**src/rtl/uart_pkg.sv**
```systemverilog
// ---------------------------------------------------------------------------
// uart_pkg
// Shared constants for the UART receive sampling path.
//   SAMPLES_MAX      largest supported vote count per bit
//   SYNC_STAGES      depth of the optional RX input synchronizer
//   PRESCALE_MARGIN  clocks per bit required beyond the vote window
// ---------------------------------------------------------------------------
package uart_pkg;

    localparam int SAMPLES_MAX     = 7;
    localparam int SYNC_STAGES     = 2;
    localparam int PRESCALE_MARGIN = 2;

    // Smallest legal prescale for a given vote count: the vote window must
    // fit inside the bit with room to register the result.
    function automatic int min_prescale(input int samples);
        return samples + PRESCALE_MARGIN;
    endfunction

endpackage

```
**src/rtl/majority_sampler_if.sv**
```systemverilog
// ---------------------------------------------------------------------------
// majority_sampler_if
// Bundles the sampler's RX input, control and result signals.
//   serial_data_in  RX line
//   prescale        clocks per bit (latched by the sampler)
//   enable          sampler active while high
//   align           one-cycle pulse restarting bit timing
//   sampled_bit     majority-vote result
//   bit_valid       one-cycle strobe qualifying sampled_bit
//   noise_flag      votes were not unanimous (with bit_valid)
//   cfg_err         latched prescale is illegal
// Modports: master drives the inputs, slave is the sampler.
// ---------------------------------------------------------------------------
interface majority_sampler_if #(
    parameter int PRESCALE_W = 6
) ();

    logic                  serial_data_in;
    logic [PRESCALE_W-1:0] prescale;
    logic                  enable;
    logic                  align;
    logic                  sampled_bit;
    logic                  bit_valid;
    logic                  noise_flag;
    logic                  cfg_err;

    modport master (
        output serial_data_in, prescale, enable, align,
        input  sampled_bit, bit_valid, noise_flag, cfg_err
    );

    modport slave (
        input  serial_data_in, prescale, enable, align,
        output sampled_bit, bit_valid, noise_flag, cfg_err
    );

endinterface

```
**src/rtl/sample_voter.sv**
```systemverilog
// ---------------------------------------------------------------------------
// sample_voter
// Combinational majority vote over SAMPLES captured line samples.
//   votes        captured samples, one bit per slot
//   sampled_bit  1 when at least (SAMPLES+1)/2 slots are 1
//   unanimous    1 when all slots agree
// ---------------------------------------------------------------------------
module sample_voter
    import uart_pkg::*;
#(
    parameter int SAMPLES = 3
) (
    input  logic [SAMPLES-1:0] votes,
    output logic               sampled_bit,
    output logic               unanimous
);

    localparam int CNT_W = $clog2(SAMPLES_MAX + 1);

    logic [CNT_W-1:0] ones;

    always_comb begin
        ones = '0;
        for (int k = 0; k < SAMPLES; k++) begin
            ones = ones + CNT_W'(votes[k]);
        end
    end

    assign sampled_bit = (ones >= CNT_W'((SAMPLES + 1) / 2));
    assign unanimous   = (votes == '0) || (votes == '1);

endmodule

```
**src/rtl/majority_sampler.sv**
```systemverilog
// ---------------------------------------------------------------------------
// majority_sampler
// Oversampling RX bit sampler. An edge counter runs 0..P-1 per bit, SAMPLES
// line samples are taken around mid-bit and majority-voted into sampled_bit.
//   clk    clock, all logic on the rising edge
//   reset  synchronous, active-low
//   bus    majority_sampler_if.slave (RX line, prescale, enable, align,
//          sampled_bit, bit_valid, noise_flag, cfg_err)
// Optional build macro SAMPLER_SYNC_EN: serial_data_in passes through a
// 2-flop synchronizer (reset to idle-high) before capture.
// ---------------------------------------------------------------------------
module majority_sampler
    import uart_pkg::*;
#(
    parameter int PRESCALE_W = 6,
    parameter int SAMPLES    = 3
) (
    input  logic clk,
    input  logic reset,
    majority_sampler_if.slave bus
);

    localparam int            CW        = PRESCALE_W + 1;
    localparam logic [CW-1:0] HALF_SPAN = CW'((SAMPLES - 1) >> 1);
    localparam logic [CW-1:0] N_SAMPLES = CW'(SAMPLES);
    localparam logic [CW-1:0] MIN_P     = CW'(min_prescale(SAMPLES));

    logic din;

`ifdef SAMPLER_SYNC_EN
    // Input synchronizer stage
    logic [SYNC_STAGES-1:0] sync_q;

    always_ff @(posedge clk) begin
        if (!reset) begin
            sync_q <= '1;
        end else begin
            sync_q <= {sync_q[SYNC_STAGES-2:0], bus.serial_data_in};
        end
    end

    assign din = sync_q[SYNC_STAGES-1];
`else
    assign din = bus.serial_data_in;
`endif

    logic [PRESCALE_W-1:0] p_q;
    logic [PRESCALE_W-1:0] edge_cnt;
    logic                  en_q;
    logic                  cfg_err_q;
    logic                  sampled_q;
    logic                  valid_q;
    logic                  noise_q;
    logic [SAMPLES-1:0]    votes_q;
    logic [SAMPLES-1:0]    votes_nxt;

    logic                  load;
    logic                  run;
    logic                  vote_now;
    logic                  vote_bit;
    logic                  vote_unan;
    logic [PRESCALE_W-1:0] p_now;
    logic [CW-1:0]         cnt_x;
    logic [CW-1:0]         cnt_inc;
    logic [CW-1:0]         first_idx;

    // Prescale is (re)latched on the first enabled cycle and on align; the
    // new value already governs this cycle's wrap decision.
    assign load    = bus.enable && (!en_q || bus.align);
    assign p_now   = load ? bus.prescale : p_q;
    // Captures are suppressed while latching: align must win, and on the
    // first enabled cycle p_q is not yet valid.
    assign run     = bus.enable && !load && !cfg_err_q;

    assign cnt_x     = {1'b0, edge_cnt};
    assign cnt_inc   = cnt_x + CW'(1);
    assign first_idx = ({1'b0, p_q} >> 1) - HALF_SPAN;

    // Capture window: slot k is written when edge_cnt == first_idx + k. The
    // last slot is fed straight to the voter so the result registers on the
    // same edge.
    always_comb begin
        votes_nxt = votes_q;
        vote_now  = 1'b0;
        if (run) begin
            for (int k = 0; k < SAMPLES; k++) begin
                if (cnt_x == first_idx + CW'(k)) begin
                    votes_nxt[k] = din;
                end
            end
            vote_now = (cnt_x == first_idx + N_SAMPLES - CW'(1));
        end
    end

    sample_voter #(
        .SAMPLES (SAMPLES)
    ) u_voter (
        .votes       (votes_nxt),
        .sampled_bit (vote_bit),
        .unanimous   (vote_unan)
    );

    // Counter, latch, capture and output register stage
    always_ff @(posedge clk) begin
        if (!reset) begin
            p_q       <= '0;
            edge_cnt  <= '0;
            en_q      <= 1'b0;
            cfg_err_q <= 1'b0;
            sampled_q <= 1'b0;
            valid_q   <= 1'b0;
            noise_q   <= 1'b0;
            votes_q   <= '0;
        end else begin
            en_q    <= bus.enable;
            valid_q <= 1'b0;
            noise_q <= 1'b0;
            if (!bus.enable) begin
                edge_cnt <= '0;
                votes_q  <= '0;
            end else begin
                if (load) begin
                    p_q       <= bus.prescale;
                    cfg_err_q <= ({1'b0, bus.prescale} < MIN_P);
                end
                if (bus.align) begin
                    edge_cnt <= '0;
                    votes_q  <= '0;
                end else begin
                    edge_cnt <= (cnt_inc >= {1'b0, p_now}) ? '0 : cnt_inc[PRESCALE_W-1:0];
                    votes_q  <= votes_nxt;
                    if (vote_now) begin
                        sampled_q <= vote_bit;
                        valid_q   <= 1'b1;
                        noise_q   <= !vote_unan;
                    end
                end
            end
        end
    end

    assign bus.sampled_bit = sampled_q;
    assign bus.bit_valid   = valid_q;
    assign bus.noise_flag  = noise_q;
    assign bus.cfg_err     = cfg_err_q;

endmodule

```
**src/flat_wrapper.sv**
```systemverilog
// flat-port wrapper written by rule: the top's interface ports become plain ports
module majority_sampler_flat import uart_pkg::*;
#(
    parameter int PRESCALE_W = 6,
    parameter int SAMPLES    = 3
)
  (clk, reset, bus_serial_data_in, bus_prescale, bus_enable, bus_align, bus_sampled_bit, bus_bit_valid, bus_noise_flag, bus_cfg_err);
  majority_sampler_if #(.PRESCALE_W(PRESCALE_W)) bus_i ();
  input  logic clk;
  input  logic reset;
  input wire logic [$bits(bus_i.serial_data_in)-1:0] bus_serial_data_in;
  input wire logic [$bits(bus_i.prescale)-1:0] bus_prescale;
  input wire logic [$bits(bus_i.enable)-1:0] bus_enable;
  input wire logic [$bits(bus_i.align)-1:0] bus_align;
  output wire logic [$bits(bus_i.sampled_bit)-1:0] bus_sampled_bit;
  output wire logic [$bits(bus_i.bit_valid)-1:0] bus_bit_valid;
  output wire logic [$bits(bus_i.noise_flag)-1:0] bus_noise_flag;
  output wire logic [$bits(bus_i.cfg_err)-1:0] bus_cfg_err;
  assign bus_i.serial_data_in = bus_serial_data_in;
  assign bus_i.prescale = bus_prescale;
  assign bus_i.enable = bus_enable;
  assign bus_i.align = bus_align;
  assign bus_sampled_bit = bus_i.sampled_bit;
  assign bus_bit_valid = bus_i.bit_valid;
  assign bus_noise_flag = bus_i.noise_flag;
  assign bus_cfg_err = bus_i.cfg_err;
  majority_sampler #(.PRESCALE_W(PRESCALE_W), .SAMPLES(SAMPLES)) u_core (.clk(clk), .reset(reset), .bus(bus_i));
endmodule
```
**config.mk**
```make
export PLATFORM = sky130hd
export DESIGN_NAME = majority_sampler_flat
export DESIGN_NICKNAME = d
export VERILOG_FILES = /design/src/rtl/uart_pkg.sv /design/src/rtl/majority_sampler_if.sv /design/src/rtl/sample_voter.sv /design/src/rtl/majority_sampler.sv /design/src/flat_wrapper.sv
export SDC_FILE = /design/constraint.sdc
export NUM_CORES = 1
export LEC_CHECK = 0
export ABC_CLOCK_PERIOD_IN_PS = 9900
export BUFFER_PORTS_ARGS = -buffer_cell sky130_fd_sc_hd__buf_2
export CAP_MARGIN = 15
export CORE_UTILIZATION = 65
export CTS_BUF_LIST = sky130_fd_sc_hd__clkbuf_4 sky130_fd_sc_hd__clkbuf_8
export DETAILED_ROUTE_END_ITERATION = 8
export HOLD_SLACK_MARGIN = 0.06
export MAX_ROUTING_LAYER = met4
export PLACE_DENSITY = 0.95
export SYNTH_ARGS = -nofsm -noshare
export SYNTH_HDL_FRONTEND = slang
export SYNTH_SLANG_ARGS = --single-unit
```
**constraint.sdc**
```tcl
create_clock -name clk -period 9.9 [get_ports clk]
set_input_delay 0.99 -clock clk [delete_from_list [all_inputs] [get_ports clk]]
set_output_delay 0.99 -clock clk [all_outputs]
set_load 0.02 [all_outputs]
```
# Word-level counts from Yosys, hierarchy flattened

Index checks and enable logic that the tools add are counted.

Input bits: 11
Output and inout bits: 4
Logic and storage cells: 50
Bits in registers: 20

Magnitude comparators: 3
Bitwise operators: 4
Add/subtract/negate cells: 8
Mux-type cells: 7
Equal/unequal tests: 5
Reduce and logical (&&, ||, !) cells: 15

Operators with widths:

| kind                                                              | count |
|---|---|
| equality test 6 x 7 -> 1 bit                                      | 4 |
| adder 7 x 2 -> 7 bit, second input constant                       | 2 |
| OR reduction 4 bit                                                | 2 |
| adder 6 x 1 -> 7 bit, second input constant                       | 1 |
| adder 7 x 1 -> 7 bit, second input constant                       | 1 |
| greater-or-equal comparator 7 x 6 -> 1 bit                        | 1 |
| subtractor 7 x 1 -> 7 bit, second input constant                  | 1 |
| less-than comparator 6 x 3 -> 1 bit, second input constant        | 1 |
| two-way mux 6 bit                                                 | 1 |
| subtractor 5 x 1 -> 6 bit, second input constant                  | 1 |
| two-way mux 1 bit                                                 | 5 |
| logical NOT 1 bit                                                 | 4 |
| NOT 1 bit                                                         | 4 |
| adder 2 x 1 -> 3 bit                                              | 1 |
| equality test 3 bit, second input constant                        | 1 |
| greater-or-equal comparator 3 x 2 -> 1 bit, second input constant | 1 |
| logical AND 1 bit                                                 | 3 |
| logical NOT 3 bit                                                 | 1 |
| two-way mux 3 bit                                                 | 1 |
| AND reduction 3 bit                                               | 1 |
| OR reduction 3 bit                                                | 1 |
| adder 1 x 1 -> 2 bit                                              | 1 |
| logical OR 1 bit                                                  | 2 |
| AND reduction 2 bit                                               | 1 |

# Logic depth before layout (Yosys ltp)

Depth after elaboration: 10
Depth in mapped cells: 15

# Cells and area by module

A second synthesis with hierarchy kept.

Cell total of the unflattened synthesis: 206
Area total of the unflattened synthesis: 1680.4 µm²

By module, submodules not included:

| module           | area an instance (µm²) | times used | cells an instance |
|---|---|---|---|
| majority_sampler | 1645.3                 | 1          | 201 |
| sample_voter     | 35.0                   | 1          | 5 |

# Least setup slack after synthesis

OpenSTA, ideal clock, no wires.

Kind: input-to-reg
Start point: in bus_align
End point: reg u_core.sampled_q (netlist: u_core.bus.sampled_bit)
Library setup time: 0.120 ns
Path slack: 6.449 ns
Stages on the path: 9
Arrival time: 3.330 ns
Path buffers: 0
Cell sequence: nand2b_1 or4b_4 a2111oi_2 o2111ai_1 mux2_4 ha_1 or4b_1 nor3_1 a21oi_1

Word-level cells in the longest chain between the ends: 9
Elaborated cells on any way between the ends: 12
Classes of those cells: 2 x add/sub; 1 x order compare; 2 x mux; 1 x bitwise; 6 x reduce/logical

RTL lines:

| element                                    | RTL line                | text |
|---|---|---|
| start, declared                            | flat_wrapper.sv:14      | `input wire logic [$bits(bus_i.align)-1:0] bus_align;` |
| logical OR 1 bit                           | majority_sampler.sv:69  | `assign load = bus.enable && (!en_q \|\| bus.align);` |
| logical AND 1 bit                          | majority_sampler.sv:69  |  |
| logical NOT 1 bit                          | majority_sampler.sv:73  | `assign run = bus.enable && !load && !cfg_err_q;` |
| logical AND 1 bit (2 in a row)             | majority_sampler.sv:73  |  |
| two-way mux 3 bit                          | majority_sampler.sv:85  | `if (run) begin` |
| named net u_core.u_voter.votes[0]          | sample_voter.sv:13      | `input logic [SAMPLES-1:0] votes,` |
| adder 1 x 1 -> 2 bit                       | sample_voter.sv:25      | `ones = ones + CNT_W'(votes[k]);` |
| adder 2 x 1 -> 3 bit                       | sample_voter.sv:25      |  |
| greater-or-equal comparator 3 x 2 -> 1 bit | sample_voter.sv:29      | `assign sampled_bit = (ones >= CNT_W'((SAMPLES + 1) / 2));` |
| end signal, assigned                       | majority_sampler.sv:133 | `sampled_q <= vote_bit;` |
| end, declared                              | majority_sampler.sv:51  | `logic sampled_q;` |

The timed path passes the listed nets, and every way through them passes these cells.
A chain may end at the register's enable or synchronous reset.

# Worst setup path after layout

Start point: reg u_core.p_q[1]
End point: reg u_core.sampled_q (netlist: u_core.bus.sampled_bit)

Elaborated cells on any way between the ends: 18
Classes of those cells: 7 x add/sub; 1 x order compare; 4 x eq/ne; 5 x mux; 1 x reduce/logical

RTL lines:

| element                                    | RTL line                | text |
|---|---|---|
| start, declared                            | majority_sampler.sv:47  | `logic [PRESCALE_W-1:0] p_q;` |
| start signal, assigned                     | majority_sampler.sv:123 | `p_q <= bus.prescale;` |
| subtractor 5 x 1 -> 6 bit                  | majority_sampler.sv:77  | `assign first_idx = ({1'b0, p_q} >> 1) - HALF_SPAN;` |
| adder 7 x 2 -> 7 bit                       | majority_sampler.sv:87  | `if (cnt_x == first_idx + CW'(k)) begin` |
| equality test 6 x 7 -> 1 bit               | majority_sampler.sv:87  |  |
| two-way mux 1 bit                          | majority_sampler.sv:87  |  |
| two-way mux 3 bit                          | majority_sampler.sv:85  |  |
| named net u_core.u_voter.votes[2]          | sample_voter.sv:13      |  |
| adder 2 x 1 -> 3 bit                       | sample_voter.sv:25      |  |
| greater-or-equal comparator 3 x 2 -> 1 bit | sample_voter.sv:29      |  |

The timed path passes the listed nets, and every way through them passes these cells.

==> results.ini <==
[cells_and_area]
final_cell_area_sq_um = 1620
num_antenna_cells = 0
nets = 200
utilization_pct = 73.2
layout-drive-gt1-share_pct = 18.0
syn2layout_area_growth_pct = 5.98
fillerInstances = 158

[clocking]
root_buffer = clkbuf_4
cts_sinks = 20
hold_buffers = 0
clockBufferDepth = 2
h-tree-depth = 1
clk_pin_slew_ps = 120
cts_tree = built
cts_buffers = 3
clk_latency_ps = 300
cts_resized = 0
post_cts_buffers = 0

[power]
total_power_mw = 0.190
powerDensity_nw_per_um2 = 118
vdd_drop_max_mv = 0.102
p_leak_nw = 0.669

[worst_setup_path]
worst-setup-path-type = reg -> reg
critPathSlowestCell = dfxtp_1
crit_family = simple AND/OR/NAND/NOR gates
required_ps = 10110
crit_path_end_kind = flip-flop
cp-start-kind = flip-flop
worst-path-max-fanout = 13
critical-path-max-stage-delay_ps = 640
crit_top_cell = ha_1
cp_num_buf_inv = 1
crit_chain = inv_1 > ha_1 > xor2_1 > ha_1 > nand2b_1 > a2111oi_4 > a31oi_2 > nor3_2 > mux2_4 > ha_1 > or4b_1 > nor3_1 > a21oi_1
cp.arrival_ps = 4040

[placement]
port_buffers = 14
gp_congestion = 0.969
post-dp-hpwl_mm = 2.53
place_area_sq_um = 1580

[synthesis]
syn_nets = 190
synth_area_sq_um = 1530
yosysTopAreaCell = dfxtp_1
ys_ff_latch = 20
netlist-cell-type-count = 50
synth_top_area_share_pct = 26.2
synth_area_per_cell_sq_um = 9.04
syn_inst = 169
synth_ff_type = dfxtp_1
async_reset_ff_share_pct = 0
yosysWarnings = 0
synth_top_cells_by_area = dfxtp_1 26%, ha_1 8.2%, mux2i_1 5.9%
synth-edff-count = 0
ys_seq_area_share_pct = 26.2

[global_route]
overflow = 0
grt_util_all_layers_pct = 29.7
grt_first_pass_wirelength_mm = 5.46
first_global_vias = 1203
antenna_found_initial = 0
grt_max_degree = 14

[floorplanning]
io_pins = 15
die_w_microns = 50.5
die_area_sq_um = 2550
core_area_sq_um = 2210
die_h_microns = 50.5
start_util_pct = 69.1
rows = 17

[timing]
slew_violations = 0
finalCriticalPeriod_ps = 3830
hold_viol = 0
grt_setup_unrepaired = no
fin_hold_ws_ps = 516
fmax_ghz = 0.261
clock_skew_ps = 5.26
setup_tns_ps = 0
period_share_pct = 38.7
worstMarginPinSlew_ps = 488
setup_violations = 0
worst_slew_margin_rel_pct = 67.4

[run_status]
status = finished, final reports clean

[detailed_routing]
viasPerCell = 6.13
drcViolationCount = 0
wl_mm = 3.30
vias = 1262
postRouteAntennaNets = 0
drtIter0Drc = 35
dr.pass1.iters = 4
avgRoutedWirePerCell_microns = 16.0

[run]
maxCapViolations = 0

[worst_hold_path]
worstHoldPathType = reg -> reg

worst register-to-register path: stages (launching register included):
cell       delay, ps
dfxtp_1          640
inv_1            130
ha_1             280
xor2_1           240
ha_1             290
nand2b_1         130
a2111oi_4        390
a31oi_2           90
nor3_2           300
mux2_4           340
ha_1             170
or4b_1           510
nor3_1           150
a21oi_1           80
report_power, final:
part / internal (mW) / switching, mW / total (mW)
Sequential: 0.0825 / 0.00486 / 0.0874
Clock: 0.0224 / 0.0260 / 0.0484
Combinational: 0.0256 / 0.0290 / 0.0546
final timing paths:
| path | start | to | slack [ps] | depth (start not counted) |
|---|---|---|---|---|
| worst max-delay path | u_core.p_q[1]$_SDFFE_PN0P_ | u_core.bus.sampled_bit$_SDFFE_PN0P_ | 6070 | 13 |
| worst min-delay path | u_core.bus.cfg_err$_SDFFE_PN0P_ | u_core.bus.cfg_err$_SDFFE_PN0P_ | 520 | 2 |
| worst max register to register | u_core.p_q[1]$_SDFFE_PN0P_ | u_core.bus.sampled_bit$_SDFFE_PN0P_ | 6070 | 13 |
| worst min register to register | u_core.bus.cfg_err$_SDFFE_PN0P_ | u_core.bus.cfg_err$_SDFFE_PN0P_ | 520 | 2 |
kinds of logic (layout without fill, tap and decap cells):
group / Yosys count / in the layout / share of synthesized area (%)
adder cells (fa/ha/maj): 10 / 10 / 8.19
flip-flops: 20 / 20 / 26.2
AND/OR/NAND/NOR: 64 / 64 / 26.4
AO/OA/AOI/OAI: 31 / 31 / 16.1
XOR/XNOR: 17 / 17 / 9.75
multiplexers: 12 / 12 / 8.60
buffers and inverters: 15 / 24 / 4.75
cell usage after synthesis (2+ instances only):
master and count:
dfxtp_1 20, ha_1 10, xnor2_1 10, mux2i_1 9, nand2_1 8, nor2b_1 8
nor3_1 7, xor2_1 7, clkbuf_1 6, inv_1 6, nor2_1 6, nor3b_1 6
a21oi_1 5, o21ai_0 5, a21o_1 4, nand3_1 4, and2_1 3, nand2b_1 3
nand3b_1 3, o31ai_1 3, buf_6 2, mux2_4 2, o2111ai_1 2, o211ai_1 2
or3_1 2, or3_4 2
state kept, by name, summed over array words and instances (netlist names):
| register | count |
|---|---|
| u_core.edge_cnt | 6 |
| u_core.p_q | 6 |
| u_core.votes_q | 3 |
| u_core.bus.bit_valid | 1 |
| u_core.bus.cfg_err | 1 |
| u_core.bus.noise_flag | 1 |
| u_core.bus.sampled_bit | 1 |
| u_core.en_q | 1 |
layer usage:
metal	up-vias	part of all wire, %	track usage (%)
met5	-	0	-
met1	582	44	35.5
met2	45	49	49.8
li1	627	-	-
met3	8	5.9	5.76
met4	0	1.3	9.72
cell usage in the layout, fill, tap and decap left out, drive strengths merged, types with 7 or more instances in the layout:
master	count
dfxtp	20
buf	14
xnor2	10
ha	10
mux2i	9
nand2	8
nor2b	8
nor3	8
xor2	7
stage by stage:
stage,setup slack (ps),std cells
after CTS,6100,206
after detailed placement,6130,202
after global routing,5900,206
after floorplan,6450,169
after global placement,6200,202
final,6070,206
cell type report:
cell class	count	area [sq um]	area share (%)
Tap cell	28	35.0	2.16
Sequential cell	20	400	24.7
Timing Repair Buffer	14	70.1	4.33
Clock buffer	4	36.3	2.24
Inverter	6	22.5	1.39
Multi-Input combinational cell	134	1050	65.1
(Power assumes the default switching activity.)
